File: src/rtl/mmult_opt_mdc_package.sv
// rtl/mmult_opt_mdc_package.sv - shared types for the mmult_opt_mdc out_r stream tracker
package mmult_opt_mdc_package;

    localparam int OT_CNT_WIDTH = 32;

    typedef enum logic [1:0] {
        OT_IDLE,
        OT_RUN,
        OT_DRAIN,
        OT_DONE
    } out_tracker_state_t;

    typedef struct packed {
        logic                    start;
        logic                    clear;
        logic [OT_CNT_WIDTH-1:0] cnt_limit;
    } ctrl_out_tracker_t;

    typedef struct packed {
        logic                    busy;
        logic                    done;
        logic [OT_CNT_WIDTH-1:0] cnt;
        logic                    err_overrun;
        logic                    timeout;
    } flags_out_tracker_t;

    function automatic logic is_busy_state(input out_tracker_state_t s);
        return (s == OT_RUN) || (s == OT_DRAIN);
    endfunction

endpackage

File: src/rtl/mmult_opt_mdc_out_tracker_if.sv
// rtl/mmult_opt_mdc_out_tracker_if.sv - valid/ready beat stream carrying data and byte strobe
interface mmult_opt_mdc_out_tracker_if #(
    parameter int DATA_WIDTH = 32
);
    logic                    valid;
    logic                    ready;
    logic [DATA_WIDTH-1:0]   data;
    logic [DATA_WIDTH/8-1:0] strb;

    modport master (output valid, data, strb, input ready);
    modport slave  (input valid, data, strb, output ready);
endinterface

File: src/rtl/mmult_opt_mdc_skid_buf.sv
// rtl/mmult_opt_mdc_skid_buf.sv - 2-entry registered FIFO of {data, strb, last}
module mmult_opt_mdc_skid_buf #(
    parameter int DATA_WIDTH = 32
) (
    input  logic                    clk_i,
    input  logic                    rst_ni,
    input  logic                    clear_i,
    input  logic                    in_valid_i,
    output logic                    in_ready_o,
    input  logic [DATA_WIDTH-1:0]   in_data_i,
    input  logic [DATA_WIDTH/8-1:0] in_strb_i,
    input  logic                    in_last_i,
    output logic                    out_valid_o,
    input  logic                    out_ready_i,
    output logic [DATA_WIDTH-1:0]   out_data_o,
    output logic [DATA_WIDTH/8-1:0] out_strb_o,
    output logic                    out_last_o,
    output logic [1:0]              occ_o
);
    localparam int W = DATA_WIDTH + DATA_WIDTH/8 + 1;

    logic [W-1:0] mem_q [2];
    logic         wr_ptr_q;
    logic         rd_ptr_q;
    logic         push;
    logic         pop;
    logic         last_raw;

    assign in_ready_o  = (occ_o != 2'd2);
    assign out_valid_o = (occ_o != 2'd0);
    assign push        = in_valid_i && in_ready_o;
    assign pop         = out_valid_o && out_ready_i;

    assign {out_data_o, out_strb_o, last_raw} = mem_q[rd_ptr_q];
    // Stale entries keep their last bit; only a live head may report it.
    assign out_last_o = last_raw && out_valid_o;

    always_ff @(posedge clk_i or negedge rst_ni) begin
        if (!rst_ni) begin
            mem_q[0] <= '0;
            mem_q[1] <= '0;
            wr_ptr_q <= 1'b0;
            rd_ptr_q <= 1'b0;
            occ_o    <= 2'd0;
        end else if (clear_i) begin
            mem_q[0] <= '0;
            mem_q[1] <= '0;
            wr_ptr_q <= 1'b0;
            rd_ptr_q <= 1'b0;
            occ_o    <= 2'd0;
        end else begin
            if (push) begin
                mem_q[wr_ptr_q] <= {in_data_i, in_strb_i, in_last_i};
                wr_ptr_q        <= !wr_ptr_q;
            end
            if (pop) begin
                rd_ptr_q <= !rd_ptr_q;
            end
            occ_o <= occ_o + {1'b0, push} - {1'b0, pop};
        end
    end
endmodule

File: src/rtl/mmult_opt_mdc_out_tracker.sv
// rtl/mmult_opt_mdc_out_tracker.sv - out_r beat forwarder with job counting, done, overrun and stall flags
module mmult_opt_mdc_out_tracker
    import mmult_opt_mdc_package::*;
#(
    parameter int DATA_WIDTH  = 32,
    parameter int CNT_WIDTH   = 32,
    parameter int WDOG_CYCLES = 0
) (
    input  logic                           clk_i,
    input  logic                           rst_ni,
    input  logic                           clear_i,
    input  logic                           start_i,
    input  logic [CNT_WIDTH-1:0]           cnt_limit_i,
    mmult_opt_mdc_out_tracker_if.slave     in_s,
    mmult_opt_mdc_out_tracker_if.master    out_m,
    output logic                           out_last_o,
    output logic                           busy_o,
    output logic                           done_o,
    output logic [CNT_WIDTH-1:0]           cnt_o,
    output logic                           err_overrun_o,
    output logic                           timeout_o
);
    localparam logic [CNT_WIDTH-1:0] CNT_ONE  = CNT_WIDTH'(1);
    localparam logic [CNT_WIDTH-1:0] WDOG_LIM = CNT_WIDTH'(WDOG_CYCLES);

    out_tracker_state_t      state_q;
    logic [CNT_WIDTH-1:0]    limit_q;
    logic [CNT_WIDTH-1:0]    in_cnt_q;
    logic [CNT_WIDTH-1:0]    wdog_q;
    logic [1:0]              occ;
    logic                    buf_in_ready;
    logic                    buf_out_valid;
    logic [DATA_WIDTH-1:0]   buf_data;
    logic [DATA_WIDTH/8-1:0] buf_strb;
    logic                    push;
    logic                    pop;
    logic                    in_last;
    logic                    stall;

    assign in_s.ready = (state_q == OT_RUN) && buf_in_ready && (in_cnt_q < limit_q);
    assign push       = in_s.valid && in_s.ready;
    assign pop        = buf_out_valid && out_m.ready;
    assign in_last    = (in_cnt_q == limit_q - CNT_ONE);

    assign out_m.valid = buf_out_valid;
    assign out_m.data  = buf_data;
    assign out_m.strb  = buf_strb;

    assign busy_o = is_busy_state(state_q);
    assign done_o = (state_q == OT_DONE);
    assign stall  = busy_o && buf_out_valid && !out_m.ready;

    mmult_opt_mdc_skid_buf #(
        .DATA_WIDTH(DATA_WIDTH)
    ) u_skid_buf (
        .clk_i       (clk_i),
        .rst_ni      (rst_ni),
        .clear_i     (clear_i),
        .in_valid_i  (push),
        .in_ready_o  (buf_in_ready),
        .in_data_i   (in_s.data),
        .in_strb_i   (in_s.strb),
        .in_last_i   (in_last),
        .out_valid_o (buf_out_valid),
        .out_ready_i (out_m.ready),
        .out_data_o  (buf_data),
        .out_strb_o  (buf_strb),
        .out_last_o  (out_last_o),
        .occ_o       (occ)
    );

    always_ff @(posedge clk_i or negedge rst_ni) begin
        if (!rst_ni) begin
            state_q       <= OT_IDLE;
            limit_q       <= '0;
            in_cnt_q      <= '0;
            cnt_o         <= '0;
            wdog_q        <= '0;
            err_overrun_o <= 1'b0;
            timeout_o     <= 1'b0;
        end else if (clear_i) begin
            state_q       <= OT_IDLE;
            limit_q       <= '0;
            in_cnt_q      <= '0;
            cnt_o         <= '0;
            wdog_q        <= '0;
            err_overrun_o <= 1'b0;
            timeout_o     <= 1'b0;
        end else begin
            if (push && (in_cnt_q != limit_q)) begin
                in_cnt_q <= in_cnt_q + CNT_ONE;
            end
            if (pop && (cnt_o != limit_q)) begin
                cnt_o <= cnt_o + CNT_ONE;
            end
            if (in_s.valid && (state_q != OT_RUN)) begin
                err_overrun_o <= 1'b1;
            end

            if (pop || !busy_o) begin
                wdog_q <= '0;
            end else if (stall && (wdog_q != WDOG_LIM)) begin
                wdog_q <= wdog_q + CNT_ONE;
            end
            // Fires on the stalled cycle that brings the count to the threshold.
            if ((WDOG_CYCLES != 0) && stall && (wdog_q + CNT_ONE == WDOG_LIM)) begin
                timeout_o <= 1'b1;
            end

            case (state_q)
                OT_IDLE: begin
                    if (start_i) begin
                        limit_q       <= cnt_limit_i;
                        in_cnt_q      <= '0;
                        cnt_o         <= '0;
                        wdog_q        <= '0;
                        err_overrun_o <= 1'b0;
                        timeout_o     <= 1'b0;
                        state_q       <= (cnt_limit_i != '0) ? OT_RUN : OT_DONE;
                    end
                end
                OT_RUN: begin
                    if (push && (in_cnt_q + CNT_ONE == limit_q)) begin
                        state_q <= OT_DRAIN;
                    end
                end
                OT_DRAIN: begin
                    // Post-pop view so done trails the final output handshake by one cycle.
                    if ((occ == {1'b0, pop}) && (cnt_o + CNT_WIDTH'(pop) == limit_q)) begin
                        state_q <= OT_DONE;
                    end
                end
                OT_DONE: begin
                    state_q <= OT_IDLE;
                end
                default: begin
                    state_q <= OT_IDLE;
                end
            endcase
        end
    end
endmodule

File: src/flat_wrapper.sv
// flat-port wrapper written by rule: the top's interface ports become plain ports
module mmult_opt_mdc_out_tracker_flat import mmult_opt_mdc_package::*;
#(
    parameter int DATA_WIDTH  = 32,
    parameter int CNT_WIDTH   = 32,
    parameter int WDOG_CYCLES = 0
)
  (clk_i, rst_ni, clear_i, start_i, cnt_limit_i, out_last_o, busy_o, done_o, cnt_o, err_overrun_o, timeout_o, in_s_valid, in_s_data, in_s_strb, in_s_ready, out_m_valid, out_m_data, out_m_strb, out_m_ready);
  mmult_opt_mdc_out_tracker_if #(.DATA_WIDTH(DATA_WIDTH)) in_s_i ();
  mmult_opt_mdc_out_tracker_if #(.DATA_WIDTH(DATA_WIDTH)) out_m_i ();
  input  logic clk_i;
  input  logic rst_ni;
  input  logic clear_i;
  input  logic start_i;
  input  logic [CNT_WIDTH-1:0] cnt_limit_i;
  output logic out_last_o;
  output logic busy_o;
  output logic done_o;
  output logic [CNT_WIDTH-1:0] cnt_o;
  output logic err_overrun_o;
  output logic timeout_o;
  input wire logic [$bits(in_s_i.valid)-1:0] in_s_valid;
  input wire logic [$bits(in_s_i.data)-1:0] in_s_data;
  input wire logic [$bits(in_s_i.strb)-1:0] in_s_strb;
  output wire logic [$bits(in_s_i.ready)-1:0] in_s_ready;
  output wire logic [$bits(out_m_i.valid)-1:0] out_m_valid;
  output wire logic [$bits(out_m_i.data)-1:0] out_m_data;
  output wire logic [$bits(out_m_i.strb)-1:0] out_m_strb;
  input wire logic [$bits(out_m_i.ready)-1:0] out_m_ready;
  assign in_s_i.valid = in_s_valid;
  assign in_s_i.data = in_s_data;
  assign in_s_i.strb = in_s_strb;
  assign in_s_ready = in_s_i.ready;
  assign out_m_valid = out_m_i.valid;
  assign out_m_data = out_m_i.data;
  assign out_m_strb = out_m_i.strb;
  assign out_m_i.ready = out_m_ready;
  mmult_opt_mdc_out_tracker #(.DATA_WIDTH(DATA_WIDTH), .CNT_WIDTH(CNT_WIDTH), .WDOG_CYCLES(WDOG_CYCLES)) u_core (.clk_i(clk_i), .rst_ni(rst_ni), .clear_i(clear_i), .start_i(start_i), .cnt_limit_i(cnt_limit_i), .in_s(in_s_i), .out_m(out_m_i), .out_last_o(out_last_o), .busy_o(busy_o), .done_o(done_o), .cnt_o(cnt_o), .err_overrun_o(err_overrun_o), .timeout_o(timeout_o));
endmodule
File: config.mk
export PLATFORM = sky130hd
export DESIGN_NAME = mmult_opt_mdc_out_tracker_flat
export DESIGN_NICKNAME = d
export VERILOG_FILES = /design/src/rtl/mmult_opt_mdc_package.sv /design/src/rtl/mmult_opt_mdc_out_tracker_if.sv /design/src/rtl/mmult_opt_mdc_skid_buf.sv /design/src/rtl/mmult_opt_mdc_out_tracker.sv /design/src/flat_wrapper.sv
export SDC_FILE = /design/constraint.sdc
export NUM_CORES = 1
export LEC_CHECK = 0
export BUFFER_PORTS_ARGS = -buffer_cell sky130_fd_sc_hd__buf_2
export CORE_MARGIN = 1
export CORE_UTILIZATION = 59
export DETAILED_ROUTE_END_ITERATION = 6
export PLACE_DENSITY = 0.81
export SLEW_MARGIN = 20
export SYNTH_ARGS = -nofsm -noshare
export SYNTH_HDL_FRONTEND = slang
export SYNTH_SLANG_ARGS = --single-unit
File: constraint.sdc
create_clock -name clk_i -period 3.84 [get_ports clk_i]
set_clock_uncertainty 0.15 [all_clocks]
set_input_delay 0.96 -clock clk_i [delete_from_list [all_inputs] [get_ports clk_i]]
set_output_delay 0.96 -clock clk_i [all_outputs]
set_load 0.03 [all_outputs]
# Yosys cells after proc, flatten, opt, wreduce, memory -nomap -nowiden
# Cells that the tools add are included.
totals:
  out_inout_bits: 75
  reg_bits: 178
  input_bits: 74
  wordCells: 98
classes:
  n_bitwise: 2
  addsub: 6
  n_reduce_logical: 24
  mux: 37
  n_lt_le_gt_ge: 4
  eq_ne: 14
ops:
  columns: ["cell", "count"]
  rows:
  - ["$mux W32", 11]
  - ["$mux W37", 4]
  - ["$mux W74", 2]
  - ["$eq A32 B32 Y1", 3]
  - ["$bwmux W74", 1]
  - ["$add A32 B1 Y32 const B", 2]
  - ["$ne A32 B32 Y1", 2]
  - ["$demux W37 S1", 1]
  - ["$add A32 B1 Y32", 1]
  - ["$lt A32 B32 Y1", 1]
  - ["$reduce_bool A32 Y1", 1]
  - ["$sub A32 B1 Y32 const B", 1]
  - ["$logic_and A1 B1 Y1", 12]
  - ["$mux W2", 6]
  - ["$mux W1", 11]
  - ["$reduce_bool A2 Y1", 5]
  - ["$ne A3 B3 Y1 const B", 3]
  - ["$pmux W2 S4", 1]
  - ["$eq A2 B2 Y1 const B", 2]
  - ["$ge A2 B2 Y1 const B", 2]
  - ["$not A1 Y2", 2]
  - ["$reduce_and A3 Y1", 1]
  - ["$add A2 B1 Y2", 1]
  - ["$eq A2 B1 Y1", 1]
  - ["other kinds (9)", 10]

# Logic depth before layout (Yosys ltp)
depth:
  depth_word: 9
  depth_mapped: 15
  mapped_depth_nobuf: 15

# Cells and area by module
# Synthesis repeated with hierarchy kept, for this count alone.
hier_totals:
  cells_unflattened: 1439
  hier_area_um2: 12520.8
modules_own_cells:
  columns: ["module", "area_each_um2", "seq_area_each_um2", "cells_per_inst", "n_inst"]
  rows:
  - ["mmult_opt_mdc_out_tracker", 8695.8, 2477.4, 1098, 1]
  - ["mmult_opt_mdc_skid_buf", 3824.9, 1951.9, 341, 1]

# Least setup slack after synthesis
# OpenSTA, ideal clock, no wires.
synth_path:
  path_type: "input to register"
  start: "input port out_m_ready"
  end: "register u_core.state_q[1]"
  required_ns: 3.594
  setup_time_ns: 0.096
  cell_stages: 12
  t_arrival_ns: 3.250
  setup_slack_ns: 0.345
  path_buffers: 0
  path_cell_list: "nand2_1 > inv_1 > ha_1 > nand3_1 > nor4_1 > nand2_1 > nor3_1 > a21oi_1 > o41ai_1 > o2111a_2 > a21oi_2 > a311oi_2"
synth_via:
  elab_chain_cells: 6
  word_cells_on_any_way: 7
  classes_between: "1 x add/sub; 3 x eq/ne; 3 x reduce/logical"
synth_lines:
  columns: ["item", "line_no", "rtl"]
  rows:
  - ["start, declared", "flat_wrapper.sv:29", "input wire logic [$bits(out_m_i.ready)-1:0] out_m_ready;"]
  - ["$logic_and A1 B1 Y1 (*)", "mmult_opt_mdc_out_tracker.sv:42", "assign pop = buf_out_valid && out_m.ready;"]
  - ["$add A32 B1 Y32", "mmult_opt_mdc_out_tracker.sv:129", "if ((occ == {1'b0, pop}) && (cnt_o + CNT_WIDTH'(pop) == limit_q)) begin"]
  - ["$eq A32 B32 Y1", "mmult_opt_mdc_out_tracker.sv:129", null]
  - ["$logic_and A1 B1 Y1 (*)", "mmult_opt_mdc_out_tracker.sv:129", null]
  - ["$ne A3 B3 Y1 (no line) (*)", null, null]
  - ["$reduce_and A3 Y1 (no line) (*)", null, null]
  - ["end signal, assigned", "mmult_opt_mdc_out_tracker.sv:119", "state_q <= (cnt_limit_i != '0) ? OT_RUN : OT_DONE;"]
  - ["end, declared", "mmult_opt_mdc_out_tracker.sv:26", "out_tracker_state_t state_q;"]
# Every way passes the cells marked *; elsewhere a longest branch is shown, timed or not.
# A chain may end at the register's enable or synchronous reset.

# Worst setup path in the final report
layout_path:
  start: "register u_core.in_cnt_q[12]"
  end: "output port in_s_ready"
layout_via:
  elab_chain_cells: 2
layout_lines:
  columns: ["item", "line_no", "rtl"]
  rows:
  - ["start, declared", "mmult_opt_mdc_out_tracker.sv:28", "logic [CNT_WIDTH-1:0] in_cnt_q;"]
  - ["start signal, assigned", "mmult_opt_mdc_out_tracker.sv:91", "in_cnt_q <= in_cnt_q + CNT_ONE;"]
  - ["$lt A32 B32 Y1", "mmult_opt_mdc_out_tracker.sv:40", "assign in_s.ready = (state_q == OT_RUN) && buf_in_ready && (in_cnt_q < limit_q);"]
  - ["$logic_and A1 B1 Y1", "mmult_opt_mdc_out_tracker.sv:40", null]
  - ["end, declared", "flat_wrapper.sv:25", "output wire logic [$bits(in_s_i.ready)-1:0] in_s_ready;"]
# No other way between the ends.

==> results_dict.tcl <==
set metrics [dict create \
    outcome "complete, no violations" \
    layout-area-overhead-vs-synth_pct 15.6 \
    vias_per_instance 6.27 \
    grt_pass1_wl_mm 56.6 \
    design.final.nets 1592 \
    yosys_register_bits 177 \
    final-max-slew-violation-count 0 \
    average_size_of_a_mapped_cell_sq_um 8.93 \
    post_route_cells_drive_above_1_share_pct 21.4 \
    place.gp.congestion 0.940 \
    cp-end-kind "output port" \
    power.clock.fraction_pct 29.0 \
    p_leak_nw 6.36 \
    hpwl_mm 26.7 \
    dpl-instance-area_sq_mm 0.0132 \
    initial_core_util_pct 60.9 \
    total_switching_power_mw 2.61 \
    setup_tns_ps 0 \
    yosys.cell_types.count 74 \
    core_area_sq_mm 0.0197 \
    std_cell_rows 51 \
    insertion_delay_ps 450 \
    final_design_area_no_fill_sq_mm 0.0139 \
    dr.pass1.iters 5 \
    min-delay-path-class "input pin to async pin" \
    count_of_final_hold_check_violations 0 \
    synthesis.nets 1462 \
    peakVddDrop_v 0.000362 \
    crit-reg2reg-launch "u_core.limit_q[1]$_DFFE_PN0P_" \
    cts_tree "done" \
    power_density_mw_per_mm2 463 \
    max_freq_mhz 267 \
    crit_path_max_fanout 7 \
    buffer_ports.inserted 147 \
    routed_wl_mm 36.0 \
    routedWlPerCell_um 20.6 \
    path_clk_slew_ps 80 \
    cell_chain_critical_path "ha_1, nand4_1, or4_1, o221ai_4, a21oi_4, buf_2" \
    vias_in_the_first_global_route 10600 \
    grt_max_degree 73 \
    maximum_root_to_sink_buffer_count 2 \
    global_route.overflow_total 0 \
    globalRouteTotalUtil_pct 35.5 \
    syn-instance-count 1345 \
    critical_path.reg2reg.endpoint "u_core.u_skid_buf.mem_q[37]$_DFFE_PN0P_" \
    ant_nets 0 \
    clockRootBuffer "sky130_fd_sc_hd__clkbuf_16" \
    synth_ff_type "sky130_fd_sc_hd__dfrtp_1" \
    post-route-period-util_pct 97.5 \
    syn_area_sq_mm 0.0120 \
    relative_contribution_of_combinational_cells_to_total_power_pct 37.7 \
    antenna_cells 0 \
    route.vias.total 11000 \
    maxCapViolCount 0 \
    timing.slew.headroom_pct 48.7 \
    cts_num_sinks 177 \
    arrival_ps 2630 \
    design.die.area_sq_mm 0.0209 \
    worst_hold_slack_ps 325 \
    synth_enable_flop_cells 0 \
    drcViolationCount 0 \
    seq_power_share_pct 33.3 \
    crit_path_start_kind "flip-flop" \
    worst_r2r_path_depth 11 \
    htree_num_levels 4 \
    required_ps 2730 \
    rsz0062_at_grt "false" \
    numCtsBuffers 17 \
    dr.first_iter.drc_count 1015 \
    power_report.internal_total_mw 3.83 \
    asyncSetResetFlopFracSynth_pct 100 \
    r2r_setup_slack_ps 180 \
    critical_path.max_stage_delay_ps 520 \
    tightestPinTransition_ps 763 \
    crit_path_top_delay_cell "sky130_fd_sc_hd__or4_1" \
    period_needed_ps 3740 \
    die_width_um 145 \
    synth_sequential_area_ratio_pct 36.9 \
    die_height_um 145 \
    netSwitchingFraction_pct 40.5 \
    synth-warning-count 0 \
    floorplan.io_pins 149 \
    antenna_violations_before_repair 0 \
    critical_path_class "flip-flop to output port" \
    total_power_mw 6.44 \
    setup_viol 0 \
]
[worst max-delay path by stage]
stage | from | to | slack [ps] | cells after the start
after floorplan | out_m_ready | u_core.state_q[1]$_DFFE_PN0P_ | 340 | 12
after global placement | out_m_ready | u_core.state_q[1]$_DFFE_PN0P_ | -40 | 14
after detailed placement | out_m_ready | u_core.state_q[1]$_DFFE_PN0P_ | -180 | 14
after CTS | u_core.in_cnt_q[10]$_DFF_PN0_ | in_s_ready | 40 | 6
after global routing | u_core.in_cnt_q[12]$_DFF_PN0_ | in_s_ready | 5 | 6
final | u_core.in_cnt_q[12]$_DFF_PN0_ | in_s_ready | 100 | 6
[kinds of logic (layout without fill, tap and decap cells)]
family | count (synthesis) | in the layout | synth area share, %
DFF | 177 | 177 | 36.9
buffers and inverters | 155 | 298 | 5.57
and+or+nand+nor | 515 | 515 | 22.0
AOI/OAI and AO/OA | 238 | 238 | 14.4
muxes | 52 | 52 | 4.75
xor gates and xnor gates | 164 | 164 | 12.0
other | 1 | 1 | 0.0312
adders and majority gates | 43 | 43 | 4.48
[stage by stage]
step / util (%) / setup slack, ps / std cells
after floorplan: - / 345 / 1345
after global placement: 66.9 / -37.7 / 1721
after detailed placement: 66.9 / -176 / 1721
after CTS: 70.2 / 40.9 / 1753
after global routing: 70.5 / 4.74 / 1753
final: 70.5 / 95.5 / 1753
[state kept, by name (all words and copies together) (netlist names)]
signal,cells
u_core.cnt_o,32
u_core.err_overrun_o,1
u_core.in_cnt_q,32
u_core.limit_q,32
u_core.state_q,2
u_core.u_skid_buf.mem_q,74
u_core.u_skid_buf.occ_o,2
u_core.u_skid_buf.rd_ptr_q,1
u_core.u_skid_buf.wr_ptr_q,1
[placed cells by master (no fill, tap or decap), types with 56 or more instances in the layout]
master,netlist,routed
sky130_fd_sc_hd__dfrtp_1,177,174
sky130_fd_sc_hd__a22o_1,72,72
sky130_fd_sc_hd__xnor2_1,80,80
sky130_fd_sc_hd__inv_1,56,56
sky130_fd_sc_hd__buf_4,11,59
sky130_fd_sc_hd__nor2_1,117,115
sky130_fd_sc_hd__nand2_1,140,140
sky130_fd_sc_hd__xor2_1,84,84
sky130_fd_sc_hd__a21oi_1,67,65
sky130_fd_sc_hd__buf_2,23,146
[cells in the mapped netlist (11+ instances only)]
library cell | n | area, sq um
sky130_fd_sc_hd__dfrtp_1 | 177 | 4430
sky130_fd_sc_hd__nand2_1 | 140 | 526
sky130_fd_sc_hd__nor2_1 | 117 | 439
sky130_fd_sc_hd__xor2_1 | 84 | 736
sky130_fd_sc_hd__xnor2_1 | 80 | 701
sky130_fd_sc_hd__a22o_1 | 72 | 631
sky130_fd_sc_hd__a21oi_1 | 67 | 335
sky130_fd_sc_hd__clkbuf_1 | 61 | 229
sky130_fd_sc_hd__inv_1 | 56 | 210
sky130_fd_sc_hd__nand4_1 | 52 | 325
sky130_fd_sc_hd__ha_1 | 43 | 538
sky130_fd_sc_hd__nand3_1 | 42 | 210
sky130_fd_sc_hd__mux2_2 | 40 | 450
sky130_fd_sc_hd__nor3_1 | 33 | 165
sky130_fd_sc_hd__nor4_1 | 28 | 175
sky130_fd_sc_hd__buf_2 | 23 | 115
sky130_fd_sc_hd__o21ai_0 | 21 | 105
sky130_fd_sc_hd__and3_1 | 19 | 119
sky130_fd_sc_hd__or3_1 | 13 | 81.3
sky130_fd_sc_hd__mux2i_1 | 12 | 120
sky130_fd_sc_hd__buf_4 | 11 | 82.6
sky130_fd_sc_hd__o211ai_1 | 11 | 82.6
[critical path: cells and delay by family, from the launching register on]
kind | cells | cell delay (ps)
AO/OA/AOI/OAI | 2 | 410
adder cells (fa/ha/maj) | 1 | 350
buffers and inverters | 1 | 200
flip-flops | 1 | 510
AND/OR/NAND/NOR | 2 | 710
[power groups by stage]
| stage | Combinational, mW | Clock, mW | Sequential (mW) |
|---|---|---|---|
| global placement | 2.29 | 0 | 2.16 |
| floorplan | 1.64 | 0 | 2.11 |
| detailed placement | 2.33 | 0 | 2.17 |
| CTS | 2.35 | 1.89 | 2.13 |
| finish | 2.43 | 1.87 | 2.14 |
| global route | 2.62 | 1.97 | 2.16 |
[repair_timing]
item | 4_1_cts | 5_1_grt
pin swaps | 0 | 2
hold endpoints to repair | 0 | 0
resized for setup | 2 | 11
endpoints found under the setup margin | 1 | 3
hold buffers | 0 | 0
buffers inserted | 0 | 0
gates cloned | 0 | 0
[layer usage]
layer	part of all wire (%)	global-route usage [%]
met3	9.0	7.90
met4	3.0	12.5
met2	46	56.0
met5	0	0
met1	42	48.0
[area by class of cell]
cell class	count	area [sq um]
clock buffers	17	425
clock inverters	15	220
fillers	1557	5820
inverters	56	210
multi-input cells	1013	7010
flip-flops and latches	177	4430
well taps	265	332
repair buffers	210	1260
Power figures use the tool's default switching activity.
